## config.mk

```make
export PLATFORM = sky130hd
export DESIGN_NAME = bin_to_bcd_converter
export DESIGN_NICKNAME = d
export VERILOG_FILES = /design/src/rtl/bin_to_bcd_converter.sv
export SDC_FILE = /design/constraint.sdc
export NUM_CORES = 1
export LEC_CHECK = 0
export ABC_AREA = 1
export CORE_MARGIN = 2
export CORE_UTILIZATION = 49
export DETAILED_ROUTE_END_ITERATION = 16
export GPL_ROUTABILITY_DRIVEN = 0
export HOLD_SLACK_MARGIN = 0.03
export PLACE_DENSITY = 0.77
export SYNTH_ARGS = -nofsm -noshare
export SYNTH_HDL_FRONTEND = slang
export SYNTH_SLANG_ARGS = --single-unit
```

## constraint.sdc

```tcl
create_clock -name clock -period 1.4 [get_ports clock]
set_clock_uncertainty 0.15 [all_clocks]
set_input_delay 0.35 -clock clock [delete_from_list [all_inputs] [get_ports clock]]
set_output_delay 0.35 -clock clock [all_outputs]
set_load 0.05 [all_outputs]
```

## src/rtl/bin_to_bcd_converter.sv

```systemverilog
// -----------------------------------------------------------------------------
// bin_to_bcd_converter
//
// Sequential binary-to-BCD converter (shift-and-add-3 / double dabble), one
// input bit per clock. Feeds the per-digit seven-segment decoders; the bcd
// result is held stable between conversions so the display never flickers.
//
// Parameters:
//   BIN_WIDTH  width of the binary input (1..32)
//   DIGITS     number of packed BCD digits produced (1..8)
//
// Ports:
//   clock      rising-edge clock
//   reset_L    asynchronous active-low reset
//   in_valid   upstream presents a value on bin
//   in_ready   converter idle, value on bin is accepted when in_valid=1
//   bin        unsigned binary input, sampled only on accept
//   out_valid  bcd holds a fresh, unconsumed result
//   out_ready  downstream consumes the result
//   bcd        packed BCD, digit k in bcd[4k+3:4k] (digit 0 = ones)
//   overflow   last result saturated
//
// Optional feature macro: BCD_SATURATE_EN
//   defined   -> inputs above 10^DIGITS-1 produce all-9 digits and overflow=1
//   undefined -> no comparator, overflow tied low, bcd = bin mod 10^DIGITS
// -----------------------------------------------------------------------------
module bin_to_bcd_converter #(
  parameter int BIN_WIDTH = 14,
  parameter int DIGITS    = 4
) (
  input  logic                  clock,
  input  logic                  reset_L,
  input  logic                  in_valid,
  output logic                  in_ready,
  input  logic [BIN_WIDTH-1:0]  bin,
  output logic                  out_valid,
  input  logic                  out_ready,
  output logic [4*DIGITS-1:0]   bcd,
  output logic                  overflow
);

  localparam int W     = 4 * DIGITS;
  localparam int CNT_W = $clog2(BIN_WIDTH + 1);
  localparam logic [CNT_W-1:0] LAST_CNT = CNT_W'(BIN_WIDTH - 1);

  typedef enum logic [1:0] {
    IDLE  = 2'd0,
    SHIFT = 2'd1,
    DONE  = 2'd2
  } state_t;

  state_t                 state_q, state_d;
  logic [CNT_W-1:0]       cnt_q, cnt_d;
  logic [BIN_WIDTH-1:0]   bin_sr_q, bin_sr_d;
  logic [W-1:0]           work_q, work_d;
  logic [W-1:0]           bcd_q, bcd_d;
  logic                   out_valid_q, out_valid_d;
  logic [W-1:0]           adj_s;
  logic [W-1:0]           shifted_s;

`ifdef BCD_SATURATE_EN
  logic                   pend_q, pend_d;
  logic                   ovf_q, ovf_d;

  function automatic logic [63:0] pow10(input int n);
    logic [63:0] p;
    p = 64'd1;
    for (int i = 0; i < n; i++) begin
      p = p * 64'd10;
    end
    return p;
  endfunction

  localparam logic [63:0] MAX_DEC = pow10(DIGITS) - 64'd1;
`endif

  // Add-3 correction on every digit >= 5, then the one-bit left shift.
  always_comb begin
    adj_s = work_q;
    for (int k = 0; k < DIGITS; k++) begin
      if (work_q[4*k +: 4] >= 4'd5) begin
        adj_s[4*k +: 4] = work_q[4*k +: 4] + 4'd3;
      end else begin
        adj_s[4*k +: 4] = work_q[4*k +: 4];
      end
    end
    // Carry out of the top digit falls off the end: result is mod 10^DIGITS.
    shifted_s = {adj_s[W-2:0], bin_sr_q[BIN_WIDTH-1]};
  end

  // Next-state and datapath update.
  always_comb begin
    state_d     = state_q;
    cnt_d       = cnt_q;
    bin_sr_d    = bin_sr_q;
    work_d      = work_q;
    bcd_d       = bcd_q;
    out_valid_d = out_valid_q;
`ifdef BCD_SATURATE_EN
    pend_d      = pend_q;
    ovf_d       = ovf_q;
`endif
    case (state_q)
      IDLE: begin
        if (in_valid) begin
          state_d  = SHIFT;
          bin_sr_d = bin;
          work_d   = {W{1'b0}};
          cnt_d    = {CNT_W{1'b0}};
`ifdef BCD_SATURATE_EN
          pend_d   = (64'(bin) > MAX_DEC);
`endif
        end else begin
          state_d  = IDLE;
        end
      end
      SHIFT: begin
        work_d   = shifted_s;
        bin_sr_d = bin_sr_q << 1;
        cnt_d    = cnt_q + CNT_W'(1);
        if (cnt_q == LAST_CNT) begin
          // Final shift: publish the freshly shifted work value directly.
          state_d     = DONE;
          out_valid_d = 1'b1;
`ifdef BCD_SATURATE_EN
          if (pend_q) begin
            bcd_d = {DIGITS{4'h9}};
          end else begin
            bcd_d = shifted_s;
          end
          ovf_d = pend_q;
`else
          bcd_d = shifted_s;
`endif
        end else begin
          state_d = SHIFT;
        end
      end
      DONE: begin
        if (out_ready) begin
          state_d     = IDLE;
          out_valid_d = 1'b0;
        end else begin
          state_d     = DONE;
        end
      end
      default: begin
        state_d     = IDLE;
        out_valid_d = 1'b0;
      end
    endcase
  end

  // State and datapath registers; reset aborts any conversion in flight.
  always_ff @(posedge clock or negedge reset_L) begin
    if (!reset_L) begin
      state_q     <= IDLE;
      cnt_q       <= {CNT_W{1'b0}};
      bin_sr_q    <= {BIN_WIDTH{1'b0}};
      work_q      <= {W{1'b0}};
      bcd_q       <= {W{1'b0}};
      out_valid_q <= 1'b0;
`ifdef BCD_SATURATE_EN
      pend_q      <= 1'b0;
      ovf_q       <= 1'b0;
`endif
    end else begin
      state_q     <= state_d;
      cnt_q       <= cnt_d;
      bin_sr_q    <= bin_sr_d;
      work_q      <= work_d;
      bcd_q       <= bcd_d;
      out_valid_q <= out_valid_d;
`ifdef BCD_SATURATE_EN
      pend_q      <= pend_d;
      ovf_q       <= ovf_d;
`endif
    end
  end

  assign in_ready  = (state_q == IDLE);
  assign out_valid = out_valid_q;
  assign bcd       = bcd_q;
`ifdef BCD_SATURATE_EN
  assign overflow  = ovf_q;
`else
  assign overflow  = 1'b0;
`endif

endmodule

```

Word-level counts from Yosys, hierarchy flattened
Index checks and enable logic that the tools add are counted.
Storage, ports and cells
  logic and storage cells: 44
  bits of input ports: 18
  output and inout bits: 19
  bits in registers: 53
Operators by class
  bitwise operators: 1
  equality and inequality tests: 6
  reductions and logical operators: 5
  $add $sub $neg: 5
  muxes and demuxes: 17
  order comparisons: 4
Operator list (number)
  $pmux 16 s2: 1
  $pmux 14 s2: 1
  $ge 4x3->1 const B: 4
  $mux 16: 1
  $mux 4: 4
  $mux 14: 1
  $add 4x2->4 const B: 3
  $pmux 4 s2: 1
  $ne 2x2->1 const B: 3
  $pmux 2 s3: 1
  $add 4x1->4 const B: 1
  $eq 4x4->1 const B: 1
  $mux 2: 2
  $reduce_and 2->1: 2
  $add 3x2->3 const B: 1
  $mux 1: 3
  $mux 3: 1
  $pmux 1 s3: 1
  $reduce_and 3->1: 1
  $eq 2x1->1 const B: 1
  $eq 2x2->1 const B: 1
  $logic_not 2->1: 1
  $reduce_bool 2->1: 1
  $not 1->1: 1

Logic depth before layout (Yosys ltp)
Gate-level depths: netlist of the first run.
  depth in word-level cells: 3
  gate-level depth with buffers: 8
  mapped depth without buffers: 8

Least setup slack after synthesis of the first run
OpenSTA, ideal clock, no wires.
  kind: reg2reg
  start: register state_q[0]
  end: register work_q[4]
  clock period less this slack: 1720 ps
  path slack: -320 ps
  arrival: 1452 ps
  setup time: 118 ps
  path buffers: 1
  data required time: 1132 ps
  stages on the path, launching flop included: 8
  cells stage by stage: dfrtp_1 > nor2_2 > nand2_1 > nand2_2 > inv_2 > buf_6 > nand2_1 > nand2_1
On the way
  cells in the longest elaborated chain, start to end: 3
  elaborated cells on any way between the ends: 6
  those cells by class: eq/ne: 2; mux: 1; reduce/logical: 3
RTL lines
  from (decl): RTL line 52  | state_t state_q, state_d;
  from (signal assigned): RTL line 168  | state_q <= state_d;
  $logic_not 2->1 (*)
  via in_ready: RTL line 34  | output logic in_ready,
  $ne 2x2->1 (no line) / $reduce_bool 2->1 (equally long branches)
  $reduce_and 2->1 (no line)
  to (signal assigned): RTL line 160  | work_q <= {W{1'b0}};
  to (signal assigned): RTL line 171  | work_q <= work_d;
  to (decl): RTL line 55  | logic [W-1:0] work_q, work_d;
Mark *: on every way through the listed nets, which the timed path passes. The rest lies on a longest branch.
A chain may end at the register's enable or synchronous reset.

Worst setup path in the final report of the first run
  start: register work_q[12]
  end: register work_q[15]
On the way
  cells in the longest elaborated chain, start to end: 3
  elaborated cells on any way between the ends: 4
  those cells by class: add/sub: 1; order compare: 1; mux: 2
RTL lines
  $ge 4x3->1 / $add 3x2->3 (equally long branches): RTL line 81, 82
  $mux 3 (*): RTL line 81  | if (work_q[4*k +: 4] >= 4'd5) begin
  $pmux 16 s2 (*): RTL line 103  | case (state_q)
Mark *: on every way between the ends. The rest lies on a longest branch, timed or not.

==> out/qor.csv, run 1 <==
metric;value;unit
status;finished with violations;
failed_checks;setup timing;
clkTransAtPathRegs;0.10;ns
die_h;77.3;um
avgSynthCellArea;7.82;um^2
syn-num-nets;365;
initial_core_util;51.3;%
place_area;3360;um^2
synth_flop_cell;dfrtp_1;
route.detailed.drc;0;
reg2regPathDepth;5;
drv_cap;0;
critical_path_peak_fanout;3;
htreeDepth;2;
report.final.slew_viol_count;0;
endpoint_kind;flip-flop;
setup_slack;-0.219;ns
num_vias;2901;
coreArea;5140;um^2
cp.required;1.42;ns
ys_ff_latch;53;
wl;9.23;mm
holdWs;0.309;ns
power.leakage;0.00211;uW
drive_above_1_share;37.9;%
hold_class;primary input to async pin;
rsz0062_at_grt;yes;
critical_path_class;flip-flop to flip-flop;
power.switching;5390;uW
die-area;5980;um^2
hpwlAfterDp;3.86;mm
finalPower;11300;uW
layout_commonest_cell;nand2_1;
io_buffers;35;
critPathLaunchType;flip-flop;
dp.cells;451;
sw_frac_of_total;47.6;%
power_density;2670;nW/um^2
antenna_cells;0;
cts_tree;built;
async_reset_ff_share;100;%
clockBufferDepth;2;
dr.first_iter.drc_count;285;
r2r_start;work_q[12];
fin_area;4250;um^2
comb_power_share;64.7;%
syn2layout_area_growth;61.3;%
track_usage;23.0;%
ff2ff_setup_slack;-0.22;ns
synth_cell_types;20;
instances_no_fill;495;
synth_edf_count;0;
firstDrtPassIters;5;
io_pins;37;
period_share;116;%
ant_nets;0;
synth_cells;337;
worstPathArrival;1.64;ns
numCtsBuffers;5;
num_rows;26;
tightest_slew;0.500;ns
r2r_end;work_q[15];
ir_drop;1510;uV
clockRootBuffer;clkbuf_8;
internal-power;5940;uW
ys_seq_area_share;50.3;%
wl_per_cell;18.6;um
maxSlewHeadroom;66.3;%
grt_pass1_wl;10.9;mm
grt_pass1_vias;2355;
yosysWarnings;0;
period_needed;1.62;ns
mostFrequentLayoutCells;129 x nand2_1, 48 x dfrtp_1, 32 x buf_4, 26 x nand2_2, 22 x buf_12;
viasPerCell;5.86;
fmax;618;MHz
clkLatencyLatePin;0.32;ns
hold_violations;0;
grt_overflow;0;
antenna_found_initial;0;
die_w;77.3;um
setup_viol;62;
clock_sinks;53;
clkPwrFrac;9.4;%
layout.nets;452;
grt_max_degree;26;
power_frac_seq;26.0;%
syn-cell-area;2640;um^2
-- power by group through the flow --
stage	clock [uW]	sequential, uW	combinational, uW
after global routing	1130	2990	7790
after floorplan	0	3300	2490
final	1060	2940	7330
after CTS	1040	2790	5460
after detailed placement	0	2780	4920
after global placement	0	2770	4760
-- final cells by class --
class                   instances  area [um^2]
multi-input cells             249         1460
well taps                      70         87.6
fillers                       291          891
clock buffers                   6         72.6
flip-flops and latches         53         1330
clock inverters                 2         38.8
inverters                      23          130
repair buffers                 87         1070
repair inverters                5         56.3
-- per-stage QoR --
| stage | util [%] | setup slack [ns] | setup TNS [ns] |
|---|---|---|---|
| after global routing | 82.7 | -0.261 | -10.37 |
| after global placement | 65.3 | -0.249 | -7.85 |
| final | 82.7 | -0.219 | -7.07 |
| after floorplan | - | -0.0885 | -2.34 |
| after detailed placement | 65.3 | -0.273 | -8.91 |
| after CTS | 72.7 | -0.197 | -1.95 |
-- layer usage --
layer | GRT usage (%) | wire length, um | vias to the layer above
li1 | - | - | 1244
met1 | 29.0 | 3220 | 1364
met2 | 40.3 | 4610 | 226
met3 | 3.95 | 837 | 67
met4 | 6.96 | 558 | 0
met5 | 0 | 0 | -
-- kinds of logic (layout without fill, tap and decap cells) --
group / count (synthesis) / after routing / synth area share [%]
buf+inv: 35 / 123 / 6.55
flops: 53 / 53 / 50.3
other cells: 1 / 1 / 0.142
fa+ha+maj: 10 / 10 / 4.75
compound gates: 22 / 22 / 4.46
xor+xnor: 1 / 1 / 0.332
simple gates: 215 / 215 / 33.4
-- repair_timing --
action,4_1_cts,5_1_grt
pin swaps,3,21
gates resized for setup,32,98
setup buffers,8,24
gates cloned,2,6
hold buffers,1,0
setup endpoints to repair,46,69
endpoints found under the hold margin,9,0
-- worst max path at each step --
stage | slack (ns) | depth (start not counted) | from | to
6_report | -0.22 | 5 | work_q[12] | work_q[15]
5_1_grt | -0.26 | 3 | state_q[1] | in_ready
4_1_cts | -0.20 | 3 | state_q[0] | in_ready
3_5_place_dp | -0.27 | 6 | in_valid | work_q[9]
3_3_place_gp | -0.25 | 6 | in_valid | work_q[10]
2_1_floorplan | -0.09 | 7 | state_q[1] | work_q[4]
-- synth_stat cells, types with 2 or more instances --
master,instances,area (um^2)
buf_4,3,22.5
o21ai_1,2,10.0
inv_2,4,15.0
o22ai_1,6,37.5
nand4_1,8,50.1
o21ai_0,13,65.1
nor2_1,7,26.3
nand3_1,32,160
buf_6,3,33.8
ha_1,10,125
nand2_1,163,612
inv_1,19,71.3
nand2_2,2,12.5
dfrtp_1,53,1330
nor2_2,2,12.5
buf_2,6,30.0
-- worst max-delay path, stage by stage (launching register included) --
cell and delay [ns]:
dfrtp_1 0.44, inv_2 0.12, ha_4 0.15, nor2_1 0.06
o21ai_0 0.40, o22ai_1 0.15
-- flip-flops by register name, summed over array words and instances, names as in the netlist --
signal	count
out_valid	1
cnt_q	4
work_q	16
bcd	16
state_q	2
bin_sr_q	14
Note: power is estimated with default switching activity, not from simulation.
==> run 2, diff against run 1 <==
CORE_UTILIZATION = 54   (was 49)
PLACE_DENSITY = 0.8   (was 0.77)
SLEW_MARGIN = 30   (was unset)
clock period = 1.7 ns   (was 1.4 ns; I/O delays follow)
==> run 2 against run 1 <==
Wire length is 42% lower. Register-to-register slack better by 0.35 ns. Sequential power is 22% lower. Via count is 21% lower. The run now ends clean. First-iteration DRC count is 15% lower. Final cell count is 11% lower. Utilization is 12 points lower. Sequential cell count stayed put. Critical path depth is 3 lower. Worst setup slack better by 0.25 ns. Count of clock-buffer cells in the layout is 1 lower. Global-route usage is 1.6 points lower.
==> out/qor.csv, run 2 (synthesis results as in run 1) <==
metric;value;unit;change
critPathLaunchType;flip-flop;;unchanged
setup_viol;0;;was 62
status;finished clean;;was finished with violations
grt_pass1_wl;8.96;mm;was 10.9 mm
place_ws;-0.0795;ns;was -0.273 ns
layout.nets;404;;was 452
track_usage;21.4;%;was 23.0%
clkTransAtPathRegs;0.09;ns;was 0.10 ns
clockRootBuffer;clkbuf_8;;unchanged
holdWs;0.339;ns;was 0.309 ns
io_pins;37;;unchanged
drive_above_1_share;10.9;%;was 37.9%
die_h;73.9;um;was 77.3 um
setup_slack;0.0279;ns;was -0.219 ns
layout_commonest_cell;nand2_1;;unchanged
num_rows;25;;was 26
fillers;377;;was 291
cp.required;1.12;ns;was 1.42 ns
ant_nets;0;;unchanged
coreArea;4720;um^2;was 5140 um^2
firstDrtPassIters;4;;was 5
grt_overflow;0;;unchanged
htreeDepth;2;;unchanged
hpwlAfterDp;3.80;mm;was 3.86 mm
reg2regPathDepth;7;;was 5
power.leakage;0.00174;uW;was 0.00211 uW
multi_input_area;1140;um^2;was 1460 um^2
fmax;598;MHz;
clockBufferDepth;2;;unchanged
dr.first_iter.drc_count;241;;was 285
hold_class;flip-flop to flip-flop;;was primary input to async pin
antenna_cells;0;;unchanged
report.final.slew_viol_count;0;;unchanged
cts_tree;built;;unchanged
io_buffers;35;;unchanged
critical_path_peak_fanout;4;;was 3
rsz0062_at_grt;no;;was yes
die_w;73.9;um;was 77.3 um
ir_drop;1060;uV;was 1510 uV
period_needed;1.67;ns;
grt_pass1_vias;2080;;was 2355
worstPathArrival;1.10;ns;was 1.64 ns
route.detailed.drc;0;;unchanged
syn2layout_area_growth;26.1;%;was 61.3%
period_share;98.4;%;
clkLatencyLatePin;0.31;ns;was 0.32 ns
antenna_found_initial;0;;unchanged
endpoint_kind;primary output;;was flip-flop
tns;0;ns;was -7.07 ns
die-area;5450;um^2;was 5980 um^2
wl_per_cell;12.1;um;was 18.6 um
mostFrequentLayoutCells;163 x nand2_1, 53 x dfrtp_1, 32 x nand3_1, 19 x inv_1, 19 x buf_12;;was 129 x nand2_1, 48 x dfrtp_1, 32 x buf_4, 26 x nand2_2, 22 x buf_12
clock_sinks;53;;unchanged
critical_path_class;flip-flop to primary output;;was flip-flop to flip-flop
grt_max_degree;54;;was 26
final-seq-area;1330;um^2;about the same
num_vias;2286;;was 2901
drv_cap;0;;unchanged
finalPower;6820;uW;was 11300 uW
viasPerCell;5.17;;was 5.86
initial_core_util;55.8;%;was 51.3%
power_density;2050;nW/um^2;was 2670 nW/um^2
hold_path_depth;2;;
hold_violations;0;;unchanged
numCtsBuffers;5;;unchanged
wl;5.35;mm;was 9.23 mm
-- run 2: timing repair --
item / in CTS / in global routing
endpoints found under the hold margin: 53 / 0
hold buffers: 1 / 0
endpoints found under the setup margin: 0 / 8
resized for setup: 0 / 2
setup buffers: 0 / 0
-- run 2: final cells by class --
type / instances / share of cell area (%)
clock inverters: 1 / 0.151
well taps: 67 / 2.52
inverters: 23 / 2.67
repair buffers: 44 / 18.3
clock buffers: 5 / 2.07
multi-input cells: 249 / 34.4
flip-flops and latches: 53 / 39.9
-- run 2: report_power, final --
part | internal, uW | leakage [uW] | total, uW | switching (uW)
Combinational | 1550 | 0.00103 | 3860 | 2310
Sequential | 1830 | 0.000668 | 2300 | 470
Clock | 272 | 0.0000399 | 669 | 397
-- run 2: worst paths after layout --
path                              start            to  slack, ns
setup / recovery             state_q[0]      in_ready       0.03
hold / removal             bin_sr_q[12]  bin_sr_q[12]       0.34
setup reg to reg               cnt_q[1]        bcd[3]       0.13
hold reg to reg            bin_sr_q[12]  bin_sr_q[12]       0.34
max in group asynchronous       reset_L    work_q[14]       0.68
min in group asynchronous       reset_L    work_q[10]       0.48
-- run 2: through the flow --
stage / utilization (%) / std cells / area, um^2
3_5_place_dp: 68.5 / 435 / 3240
6_report: 70.3 / 442 / 3320
2_1_floorplan: - / 337 / 2640
4_1_cts: 70.3 / 442 / 3320
3_3_place_gp: 68.5 / 435 / 3240
5_1_grt: 70.3 / 442 / 3320
-- run 2: critical path, stage by stage (launching register included) --
cell and delay [ns]:
dfrtp_1 0.44, nor2_4 0.20, buf_12 0.16
-- run 2: per-layer routing --
layer,GRT usage (%),wire [um]
met1,28.1,2380
met2,36.1,2690
met3,4.53,218
met4,5.45,53
met5,0,0
